## config.mk

```make
export PLATFORM = sky130hd
export DESIGN_NAME = mat_ops_stream_flat
export DESIGN_NICKNAME = d
export VERILOG_FILES = /design/src/rtl/mat_ops_stream_if.sv /design/src/rtl/mat_ops_stream.sv /design/src/flat_wrapper.sv
export SDC_FILE = /design/constraint.sdc
export NUM_CORES = 1
export LEC_CHECK = 0
export CAP_MARGIN = 20
export CORE_UTILIZATION = 55
export CTS_CLUSTER_SIZE = 28
export DETAILED_ROUTE_END_ITERATION = 7
export PLACE_DENSITY = 0.81
export RECOVER_POWER = 50
export SLEW_MARGIN = 20
export SYNTH_ARGS = -nofsm -noshare
export SYNTH_HDL_FRONTEND = slang
export SYNTH_SLANG_ARGS = --single-unit
```

## constraint.sdc

```tcl
create_clock -name clk -period 14.42 [get_ports clk]
set_clock_uncertainty 0.05 [all_clocks]
set_input_delay 1.442 -clock clk [delete_from_list [all_inputs] [get_ports clk]]
set_output_delay 1.442 -clock clk [all_outputs]
set_load 0.01 [all_outputs]
```

## src/rtl/mat_ops_stream_if.sv

```systemverilog
// Request/result bundle for mat_ops_stream: operands and op select in,
// one saturated element per valid/ready handshake out, plus status.
interface mat_ops_stream_if #(
  parameter int DATA_W  = 8,
  parameter int MAX_DIM = 5,
  parameter int DIM_W   = 3
);
  localparam int FLAT_W = DATA_W * MAX_DIM * MAX_DIM;

  logic                     start;
  logic [2:0]               op_sel;
  logic [FLAT_W-1:0]        mat_a_flat;
  logic [FLAT_W-1:0]        mat_b_flat;
  logic [DIM_W-1:0]         a_m;
  logic [DIM_W-1:0]         a_n;
  logic [DIM_W-1:0]         b_m;
  logic [DIM_W-1:0]         b_n;
  logic signed [DATA_W-1:0] scalar_k;
  logic                     busy;
  logic                     res_valid;
  logic                     res_ready;
  logic signed [DATA_W-1:0] res_data;
  logic                     res_last;
  logic [DIM_W-1:0]         res_m;
  logic [DIM_W-1:0]         res_n;
  logic                     done;
  logic                     err;
  logic [1:0]               err_code;
  logic                     sat_flag;

  modport master (
    output start, op_sel, mat_a_flat, mat_b_flat, a_m, a_n, b_m, b_n,
           scalar_k, res_ready,
    input  busy, res_valid, res_data, res_last, res_m, res_n, done, err,
           err_code, sat_flag
  );

  modport slave (
    input  start, op_sel, mat_a_flat, mat_b_flat, a_m, a_n, b_m, b_n,
           scalar_k, res_ready,
    output busy, res_valid, res_data, res_last, res_m, res_n, done, err,
           err_code, sat_flag
  );
endinterface

```

## src/rtl/mat_ops_stream.sv

```systemverilog
// Streaming matrix unit: transpose/add/scalar/multiply, one element per handshake.
// Define MAT_OPS_STREAM_CONV_EN to add valid 2-D convolution as op 100.
module mat_ops_stream #(
  parameter int DATA_W  = 8,
  parameter int MAX_DIM = 5,
  parameter int DIM_W   = 3
) (
  input  logic              clk,
  input  logic              rst,
  mat_ops_stream_if.slave   bus
);
  localparam int NUM   = MAX_DIM * MAX_DIM;
  localparam int IDX_W = $clog2(NUM);
  localparam int ACC_W = 2 * DATA_W + $clog2(MAX_DIM) + 1;

  localparam logic [2:0] OP_TRN = 3'b000;
  localparam logic [2:0] OP_ADD = 3'b001;
  localparam logic [2:0] OP_SCL = 3'b010;
  localparam logic [2:0] OP_MUL = 3'b011;
`ifdef MAT_OPS_STREAM_CONV_EN
  localparam logic [2:0] OP_CNV = 3'b100;
`endif

  localparam logic [DIM_W-1:0]         MAXD  = DIM_W'(MAX_DIM);
  localparam logic [DIM_W-1:0]         ONE   = DIM_W'(1);
  localparam logic signed [DATA_W-1:0] D_MAX = {1'b0, {(DATA_W-1){1'b1}}};
  localparam logic signed [DATA_W-1:0] D_MIN = {1'b1, {(DATA_W-1){1'b0}}};
  localparam logic signed [ACC_W-1:0]  A_MAX = {{(ACC_W-DATA_W){1'b0}}, D_MAX};
  localparam logic signed [ACC_W-1:0]  A_MIN = {{(ACC_W-DATA_W){1'b1}}, D_MIN};

  typedef enum logic [1:0] {S_IDLE, S_CALC, S_OUT, S_FIN} state_t;

  state_t                   r_state;
  logic signed [DATA_W-1:0] r_a [NUM];
  logic signed [DATA_W-1:0] r_b [NUM];
  logic [DIM_W-1:0]         r_am, r_an, r_bn;
`ifdef MAT_OPS_STREAM_CONV_EN
  logic [DIM_W-1:0]         r_bm;
`endif
  logic [2:0]               r_op;
  logic signed [DATA_W-1:0] r_k;
  logic [DIM_W-1:0]         r_row, r_col, r_ki, r_kj;
  logic signed [ACC_W-1:0]  r_acc;
  logic                     r_busy, r_valid, r_last, r_done, r_err, r_sat;
  logic signed [DATA_W-1:0] r_data;
  logic [DIM_W-1:0]         r_res_m, r_res_n;
  logic [1:0]               r_err_code;

  logic signed [DATA_W-1:0] w_a_in [NUM];
  logic signed [DATA_W-1:0] w_b_in [NUM];

  generate
    for (genvar gi = 0; gi < NUM; gi++) begin : g_unpack
      assign w_a_in[gi] = bus.mat_a_flat[gi*DATA_W +: DATA_W];
      assign w_b_in[gi] = bus.mat_b_flat[gi*DATA_W +: DATA_W];
    end
  endgenerate

  function automatic logic [IDX_W-1:0] f_idx(input logic [DIM_W-1:0] row,
                                             input logic [DIM_W-1:0] n,
                                             input logic [DIM_W-1:0] col);
    return IDX_W'(row) * IDX_W'(n) + IDX_W'(col);
  endfunction

  // Request validation, evaluated against the live inputs while idle
  logic             w_a_bad, w_b_bad, w_uses_b, w_op_ok, w_mism;
  logic [DIM_W-1:0] w_res_m_in, w_res_n_in;
  logic [1:0]       w_chk_code;

  always_comb begin
    w_a_bad    = (bus.a_m == '0) || (bus.a_m > MAXD) || (bus.a_n == '0) || (bus.a_n > MAXD);
    w_b_bad    = (bus.b_m == '0) || (bus.b_m > MAXD) || (bus.b_n == '0) || (bus.b_n > MAXD);
    w_uses_b   = 1'b0;
    w_op_ok    = (bus.op_sel <= OP_MUL);
    w_mism     = 1'b0;
    w_res_m_in = bus.a_m;
    w_res_n_in = bus.a_n;
    case (bus.op_sel)
      OP_TRN: begin
        w_res_m_in = bus.a_n;
        w_res_n_in = bus.a_m;
      end
      OP_ADD: begin
        w_uses_b = 1'b1;
        w_mism   = (bus.a_m != bus.b_m) || (bus.a_n != bus.b_n);
      end
      OP_MUL: begin
        w_uses_b   = 1'b1;
        w_mism     = (bus.a_n != bus.b_m);
        w_res_n_in = bus.b_n;
      end
`ifdef MAT_OPS_STREAM_CONV_EN
      OP_CNV: begin
        w_uses_b   = 1'b1;
        w_op_ok    = 1'b1;
        w_mism     = (bus.b_m > bus.a_m) || (bus.b_n > bus.a_n);
        w_res_m_in = bus.a_m - bus.b_m + ONE;
        w_res_n_in = bus.a_n - bus.b_n + ONE;
      end
`endif
      default: ;
    endcase
    if (w_a_bad || (w_uses_b && w_b_bad)) w_chk_code = 2'd1;
    else if (!w_op_ok)                    w_chk_code = 2'd3;
    else if (w_mism)                      w_chk_code = 2'd2;
    else                                  w_chk_code = 2'd0;
  end

  // Operand addressing for the element (r_row, r_col) and MAC step (r_ki, r_kj)
  logic [IDX_W-1:0] w_a_idx, w_b_idx;
  logic [DIM_W-1:0] w_ki_lim, w_kj_lim;
  logic             w_mac_op;

  always_comb begin
    w_a_idx  = f_idx(r_row, r_an, r_col);
    w_b_idx  = f_idx(r_row, r_bn, r_col);
    w_ki_lim = ONE;
    w_kj_lim = r_an;
    w_mac_op = 1'b0;
    case (r_op)
      OP_TRN: w_a_idx = f_idx(r_col, r_an, r_row);
      OP_MUL: begin
        w_mac_op = 1'b1;
        w_a_idx  = f_idx(r_row, r_an, r_kj);
        w_b_idx  = f_idx(r_kj, r_bn, r_col);
      end
`ifdef MAT_OPS_STREAM_CONV_EN
      OP_CNV: begin
        w_mac_op = 1'b1;
        w_ki_lim = r_bm;
        w_kj_lim = r_bn;
        w_a_idx  = f_idx(r_row + r_ki, r_an, r_col + r_kj);
        w_b_idx  = f_idx(r_ki, r_bn, r_kj);
      end
`endif
      default: ;
    endcase
  end

  logic signed [ACC_W-1:0]  w_a_ext, w_b_ext, w_k_ext, w_prod, w_elem, w_val;
  logic                     w_mac_last, w_kj_wrap, w_elem_last, w_hi, w_lo;
  logic signed [DATA_W-1:0] w_sat_data;

  always_comb begin
    w_a_ext = {{(ACC_W-DATA_W){r_a[w_a_idx][DATA_W-1]}}, r_a[w_a_idx]};
    w_b_ext = {{(ACC_W-DATA_W){r_b[w_b_idx][DATA_W-1]}}, r_b[w_b_idx]};
    w_k_ext = {{(ACC_W-DATA_W){r_k[DATA_W-1]}}, r_k};
    w_prod  = w_a_ext * w_b_ext;
    case (r_op)
      OP_ADD:  w_elem = w_a_ext + w_b_ext;
      OP_SCL:  w_elem = w_a_ext * w_k_ext;
      default: w_elem = w_a_ext;
    endcase
    w_val       = w_mac_op ? (r_acc + w_prod) : w_elem;
    w_kj_wrap   = (r_kj == w_kj_lim - ONE);
    w_mac_last  = w_kj_wrap && (r_ki == w_ki_lim - ONE);
    w_elem_last = (r_row == r_res_m - ONE) && (r_col == r_res_n - ONE);
    w_hi        = (w_val > A_MAX);
    w_lo        = (w_val < A_MIN);
    w_sat_data  = w_hi ? D_MAX : (w_lo ? D_MIN : w_val[DATA_W-1:0]);
  end

  always_ff @(posedge clk) begin
    if (rst) begin
      r_state    <= S_IDLE;
      for (int i = 0; i < NUM; i++) begin
        r_a[i] <= '0;
        r_b[i] <= '0;
      end
      r_am       <= '0;
      r_an       <= '0;
      r_bn       <= '0;
`ifdef MAT_OPS_STREAM_CONV_EN
      r_bm       <= '0;
`endif
      r_op       <= '0;
      r_k        <= '0;
      r_row      <= '0;
      r_col      <= '0;
      r_ki       <= '0;
      r_kj       <= '0;
      r_acc      <= '0;
      r_busy     <= 1'b0;
      r_valid    <= 1'b0;
      r_last     <= 1'b0;
      r_done     <= 1'b0;
      r_err      <= 1'b0;
      r_sat      <= 1'b0;
      r_data     <= '0;
      r_res_m    <= '0;
      r_res_n    <= '0;
      r_err_code <= '0;
    end else begin
      r_done <= 1'b0;
      case (r_state)
        S_IDLE: begin
          if (bus.start) begin
            for (int i = 0; i < NUM; i++) begin
              r_a[i] <= w_a_in[i];
              r_b[i] <= w_b_in[i];
            end
            r_am  <= bus.a_m;
            r_an  <= bus.a_n;
            r_bn  <= bus.b_n;
`ifdef MAT_OPS_STREAM_CONV_EN
            r_bm  <= bus.b_m;
`endif
            r_op  <= bus.op_sel;
            r_k   <= bus.scalar_k;
            r_row <= '0;
            r_col <= '0;
            r_ki  <= '0;
            r_kj  <= '0;
            r_acc <= '0;
            r_sat <= 1'b0;
            if (w_chk_code != 2'd0) begin
              r_err      <= 1'b1;
              r_err_code <= w_chk_code;
            end else begin
              r_err      <= 1'b0;
              r_err_code <= 2'd0;
              r_busy     <= 1'b1;
              r_res_m    <= w_res_m_in;
              r_res_n    <= w_res_n_in;
              r_state    <= S_CALC;
            end
          end
        end
        S_CALC: begin
          if (w_mac_op && !w_mac_last) begin
            r_acc <= w_val;
            if (w_kj_wrap) begin
              r_kj <= '0;
              r_ki <= r_ki + ONE;
            end else begin
              r_kj <= r_kj + ONE;
            end
          end else begin
            r_acc   <= '0;
            r_ki    <= '0;
            r_kj    <= '0;
            r_data  <= w_sat_data;
            r_valid <= 1'b1;
            r_last  <= w_elem_last;
            if (w_hi || w_lo) r_sat <= 1'b1;
            r_state <= S_OUT;
          end
        end
        S_OUT: begin
          if (bus.res_ready) begin
            r_valid <= 1'b0;
            if (r_last) begin
              r_busy  <= 1'b0;
              r_done  <= 1'b1;
              r_state <= S_FIN;
            end else begin
              if (r_col == r_res_n - ONE) begin
                r_col <= '0;
                r_row <= r_row + ONE;
              end else begin
                r_col <= r_col + ONE;
              end
              r_state <= S_CALC;
            end
          end
        end
        S_FIN: r_state <= S_IDLE;
        default: r_state <= S_IDLE;
      endcase
    end
  end

  assign bus.busy      = r_busy;
  assign bus.res_valid = r_valid;
  assign bus.res_data  = r_data;
  assign bus.res_last  = r_last;
  assign bus.res_m     = r_res_m;
  assign bus.res_n     = r_res_n;
  assign bus.done      = r_done;
  assign bus.err       = r_err;
  assign bus.err_code  = r_err_code;
  assign bus.sat_flag  = r_sat;

  // r_am only feeds debug visibility of the captured request
  logic w_am_unused;
  assign w_am_unused = ^r_am;
endmodule

```

## src/flat_wrapper.sv

```systemverilog
// flat-port wrapper written by rule: the top's interface ports become plain ports
module mat_ops_stream_flat 
#(
  parameter int DATA_W  = 8,
  parameter int MAX_DIM = 5,
  parameter int DIM_W   = 3
)
  (clk, rst, bus_start, bus_op_sel, bus_mat_a_flat, bus_mat_b_flat, bus_a_m, bus_a_n, bus_b_m, bus_b_n, bus_scalar_k, bus_res_ready, bus_busy, bus_res_valid, bus_res_data, bus_res_last, bus_res_m, bus_res_n, bus_done, bus_err, bus_err_code, bus_sat_flag);
  mat_ops_stream_if #(.DATA_W(DATA_W), .MAX_DIM(MAX_DIM), .DIM_W(DIM_W)) bus_i ();
  input  logic clk;
  input  logic rst;
  input wire logic [$bits(bus_i.start)-1:0] bus_start;
  input wire logic [$bits(bus_i.op_sel)-1:0] bus_op_sel;
  input wire logic [$bits(bus_i.mat_a_flat)-1:0] bus_mat_a_flat;
  input wire logic [$bits(bus_i.mat_b_flat)-1:0] bus_mat_b_flat;
  input wire logic [$bits(bus_i.a_m)-1:0] bus_a_m;
  input wire logic [$bits(bus_i.a_n)-1:0] bus_a_n;
  input wire logic [$bits(bus_i.b_m)-1:0] bus_b_m;
  input wire logic [$bits(bus_i.b_n)-1:0] bus_b_n;
  input wire logic [$bits(bus_i.scalar_k)-1:0] bus_scalar_k;
  input wire logic [$bits(bus_i.res_ready)-1:0] bus_res_ready;
  output wire logic [$bits(bus_i.busy)-1:0] bus_busy;
  output wire logic [$bits(bus_i.res_valid)-1:0] bus_res_valid;
  output wire logic [$bits(bus_i.res_data)-1:0] bus_res_data;
  output wire logic [$bits(bus_i.res_last)-1:0] bus_res_last;
  output wire logic [$bits(bus_i.res_m)-1:0] bus_res_m;
  output wire logic [$bits(bus_i.res_n)-1:0] bus_res_n;
  output wire logic [$bits(bus_i.done)-1:0] bus_done;
  output wire logic [$bits(bus_i.err)-1:0] bus_err;
  output wire logic [$bits(bus_i.err_code)-1:0] bus_err_code;
  output wire logic [$bits(bus_i.sat_flag)-1:0] bus_sat_flag;
  assign bus_i.start = bus_start;
  assign bus_i.op_sel = bus_op_sel;
  assign bus_i.mat_a_flat = bus_mat_a_flat;
  assign bus_i.mat_b_flat = bus_mat_b_flat;
  assign bus_i.a_m = bus_a_m;
  assign bus_i.a_n = bus_a_n;
  assign bus_i.b_m = bus_b_m;
  assign bus_i.b_n = bus_b_n;
  assign bus_i.scalar_k = bus_scalar_k;
  assign bus_i.res_ready = bus_res_ready;
  assign bus_busy = bus_i.busy;
  assign bus_res_valid = bus_i.res_valid;
  assign bus_res_data = bus_i.res_data;
  assign bus_res_last = bus_i.res_last;
  assign bus_res_m = bus_i.res_m;
  assign bus_res_n = bus_i.res_n;
  assign bus_done = bus_i.done;
  assign bus_err = bus_i.err;
  assign bus_err_code = bus_i.err_code;
  assign bus_sat_flag = bus_i.sat_flag;
  mat_ops_stream #(.DATA_W(DATA_W), .MAX_DIM(MAX_DIM), .DIM_W(DIM_W)) u_core (.clk(clk), .rst(rst), .bus(bus_i));
endmodule
```

==> results.cfg, run 1 <==
[worst_setup_path]
crit_fanout = 32
endpoint_kind = register
crit_path_start_kind = register
arrival_ns = 12.76
crit_path_start = u_core.r_op[0]$_SDFFE_PP0P_
cp_slowest_cell = dfxtp_1
worstSetupPathType = register to register
crit_buf_inv = 7
cp_top_family = compound AO/OA/AOI/OAI gates
reg2reg_from = u_core.r_op[0]$_SDFFE_PP0P_
required_ns = 14.84
slowest_delay_ns = 0.95
cpMostUsedCell = inv_1

[cts]
holdBufCountCts = 0
clkLatencyLatePin_ns = 0.62
path_clk_slew_ns = 0.06
htree_levels = 2
tritoncts = yes
cts-root-buf = clkbuf_16
cts_buffer_depth = 3
cts_buffers = 51
cts_resized = 0
clock_sinks = 473
cts_setup_buffers = 0

[global_route]
grtUsageTotal_pct = 30.5
grt_max_degree = 191
antenna_found_initial = 7
globalRoute.busiestLayer = met2
grt_util_met2_pct = 51.1
grt_pass1_vias = 22661
met1_usage_pct = 39.7
overflow = 0
grt_pass1_wl_um = 126000
met3_usage_pct = 3.96

[power_and_ir_drop]
p_int_mw = 3.43
vdd_ir_drop_max_v = 0.000218
power_density_mw_per_mm2 = 151
seqPwrFrac_pct = 30.5
swShare_pct = 37.5
p_clk_share_pct = 24.4
pwr-share-comb_pct = 45.1
p_sw_mw = 2.06
leakage_nw = 14.7

[sta]
tightestPinTransition_ns = 4.53
setup_viol = 0
fin_crit_sh_pct = 85.6
slew_headroom_pct = -202
grt_setup_unrepaired = no
timing.final.hold_violations = 0
fin_crit_ns = 12.34
clock.fmax_mhz = 81.0
maxSlewViolCount = 581
setup_tns_ns = 0

[synth]
synthFlopType = edfxtp_1
syn-instance-count = 2744
synth.distinct_cells = 87
synth.top_cell.area_share_pct = 40.6
syn_avg_cell_area_sq_um = 10.8
ys_seq_area_share_pct = 45.5
synthTopCellsByCount = edfxtp_1, and2_1, nand2_1, inv_1, nor2b_1
syn_area_sq_mm = 0.0296
yosysMostFrequentCell = edfxtp_1
netlist_top_cells_area = edfxtp_1, fa_1, and2_1, ha_1, dfxtp_1
yosysTopAreaCell = edfxtp_1
ys_ff_latch = 473
synth_nets = 3420
synth_edf_count = 400
synth_warnings = 0
async_reset_ff_share_pct = 0

[floorplanning]
dieArea_sq_mm = 0.0547
initial_core_util_pct = 56.0
die_w_um = 234
io_pins = 449
die_y_um = 234
std_cell_rows = 84
core_area_sq_mm = 0.0529

[place]
dp_hpwl_um = 62500
place_area_sq_mm = 0.0347
routabilityCongestion = 0.981
io_buffer_count = 448

[drt]
wl_per_cell_um = 21.5
firstDrtPassIters = 8
final_antenna_net_count = 0
wirelength_um = 83500
drcViolationCount = 16
drt-initial-drc-count = 2357
via_per_inst = 5.78
dr_total_vias = 22386

[run_status]
violations = design-rule violations, max-capacitance violations, max-slew violations
outcome = finished with violations

[layout]
fin_nets = 3812
fin_area_sq_mm = 0.0364
area_growth_pct = 23.1
drive_above_1_share_pct = 6.23

[flow_run]
maxCapViolCount = 6

[hold_path]
hold_start = u_core.bus.res_valid$_SDFFE_PP0P_
hold_path.class = register to register
[power by group through the flow]
stage / combinational [mW] / sequential (mW) / clock [mW]
floorplan: 1.79 / 1.71 / 0
global placement: 2.41 / 1.69 / 0
detailed placement: 2.45 / 1.69 / 0
CTS: 2.47 / 1.67 / 1.35
global route: 2.76 / 1.68 / 1.41
finish: 2.48 / 1.68 / 1.34
[placed cells by master (no fill, tap or decap), types with 14 or more instances in the layout]
cell	count
clkdlybuf4s50_1	425
edfxtp_1	400
nand2_1	309
and2_1	203
inv_1	181
nor2b_1	158
nor2_1	146
fa_1	125
ha_1	124
nand3_1	118
and2_0	117
a21oi_1	93
dfxtp_1	73
xnor2_1	63
clkbuf_16	53
mux4_2	50
o21ai_0	49
mux2i_1	36
a211oi_1	34
buf_4	34
nor3_1	25
dlygate4sd3_1	22
a21o_1	21
a311oi_1	19
xor2_1	17
a22oi_1	16
a31oi_1	14
[registers in the layout, summed over array words and instances, names as in the netlist, 8 cells and up]
name,flops
u_core.r_k,8
u_core.r_a,200
u_core.bus.res_data,8
u_core.r_acc,20
u_core.r_b,200
[worst min-delay path: stages (launching register included)]
cell and delay (ns):
dfxtp_1 0.31, nand2_1 0.05, a21oi_1 0.05
[final timing paths]
check | end | slack (ns) | cells after the start
setup / recovery | u_core.bus.res_data[5]$_SDFFE_PP0P_ | 2.08 | 41
hold / removal | u_core.bus.res_valid$_SDFFE_PP0P_ | 0.41 | 2
setup reg to reg | u_core.bus.res_data[5]$_SDFFE_PP0P_ | 2.08 | 41
hold reg to reg | u_core.bus.res_valid$_SDFFE_PP0P_ | 0.41 | 2
[metal layers]
metal | part of all wire, % | vias up
li1 | - | 10318
met1 | 40 | 10884
met2 | 49 | 979
met3 | 7.0 | 201
met4 | 4.2 | 4
met5 | 0.029 | -
[metrics by stage]
step / std cells / util [%] / hold WS (ns) / setup slack [ns] / total power [mW]
floorplan: 2744 / - / 0.390 / 2.02 / 3.49
global placement: 3770 / 65.6 / 0.394 / 2.77 / 4.09
detailed placement: 3770 / 65.6 / 0.408 / 2.50 / 4.14
CTS: 3864 / 68.9 / 0.416 / 2.45 / 5.49
global route: 3870 / 68.9 / 0.440 / 1.42 / 5.85
finish: 3874 / 68.9 / 0.414 / 2.08 / 5.49
[cell families (layout without fill, tap and decap cells)]
| group | Yosys count | count (layout) | synth area share [%] |
|---|---|---|---|
| and+or+nand+nor | 1160 | 1160 | 20.4 |
| DFF | 473 | 473 | 45.5 |
| AOI/OAI and AO/OA | 354 | 354 | 8.19 |
| buffers and inverters | 333 | 766 | 4.44 |
| adders and majority gates | 249 | 249 | 13.7 |
| muxes | 94 | 94 | 5.33 |
| xor gates and xnor gates | 81 | 81 | 2.44 |
| other | 0 | 9 | 0 |
[area by class of cell]
| class | count | area (sq um) |
|---|---|---|
| Antenna cell | 9 | 22.5 |
| Clock buffer | 68 | 1390 |
| Clock inverter | 26 | 339 |
| Fill cell | 3845 | 16400 |
| Inverter | 186 | 703 |
| Multi-Input combinational cell | 1938 | 14900 |
| Sequential cell | 473 | 13500 |
| Tap cell | 688 | 861 |
| Timing Repair Buffer | 486 | 4770 |
(Power assumes the default switching activity.)
==> run 2, diff against run 1 <==
Settings changed: ABC_CLOCK_PERIOD_IN_PS set to 14420.
==> results of run 2 <==
No change in the layout: final DEF, timing and power equal those of run 1.
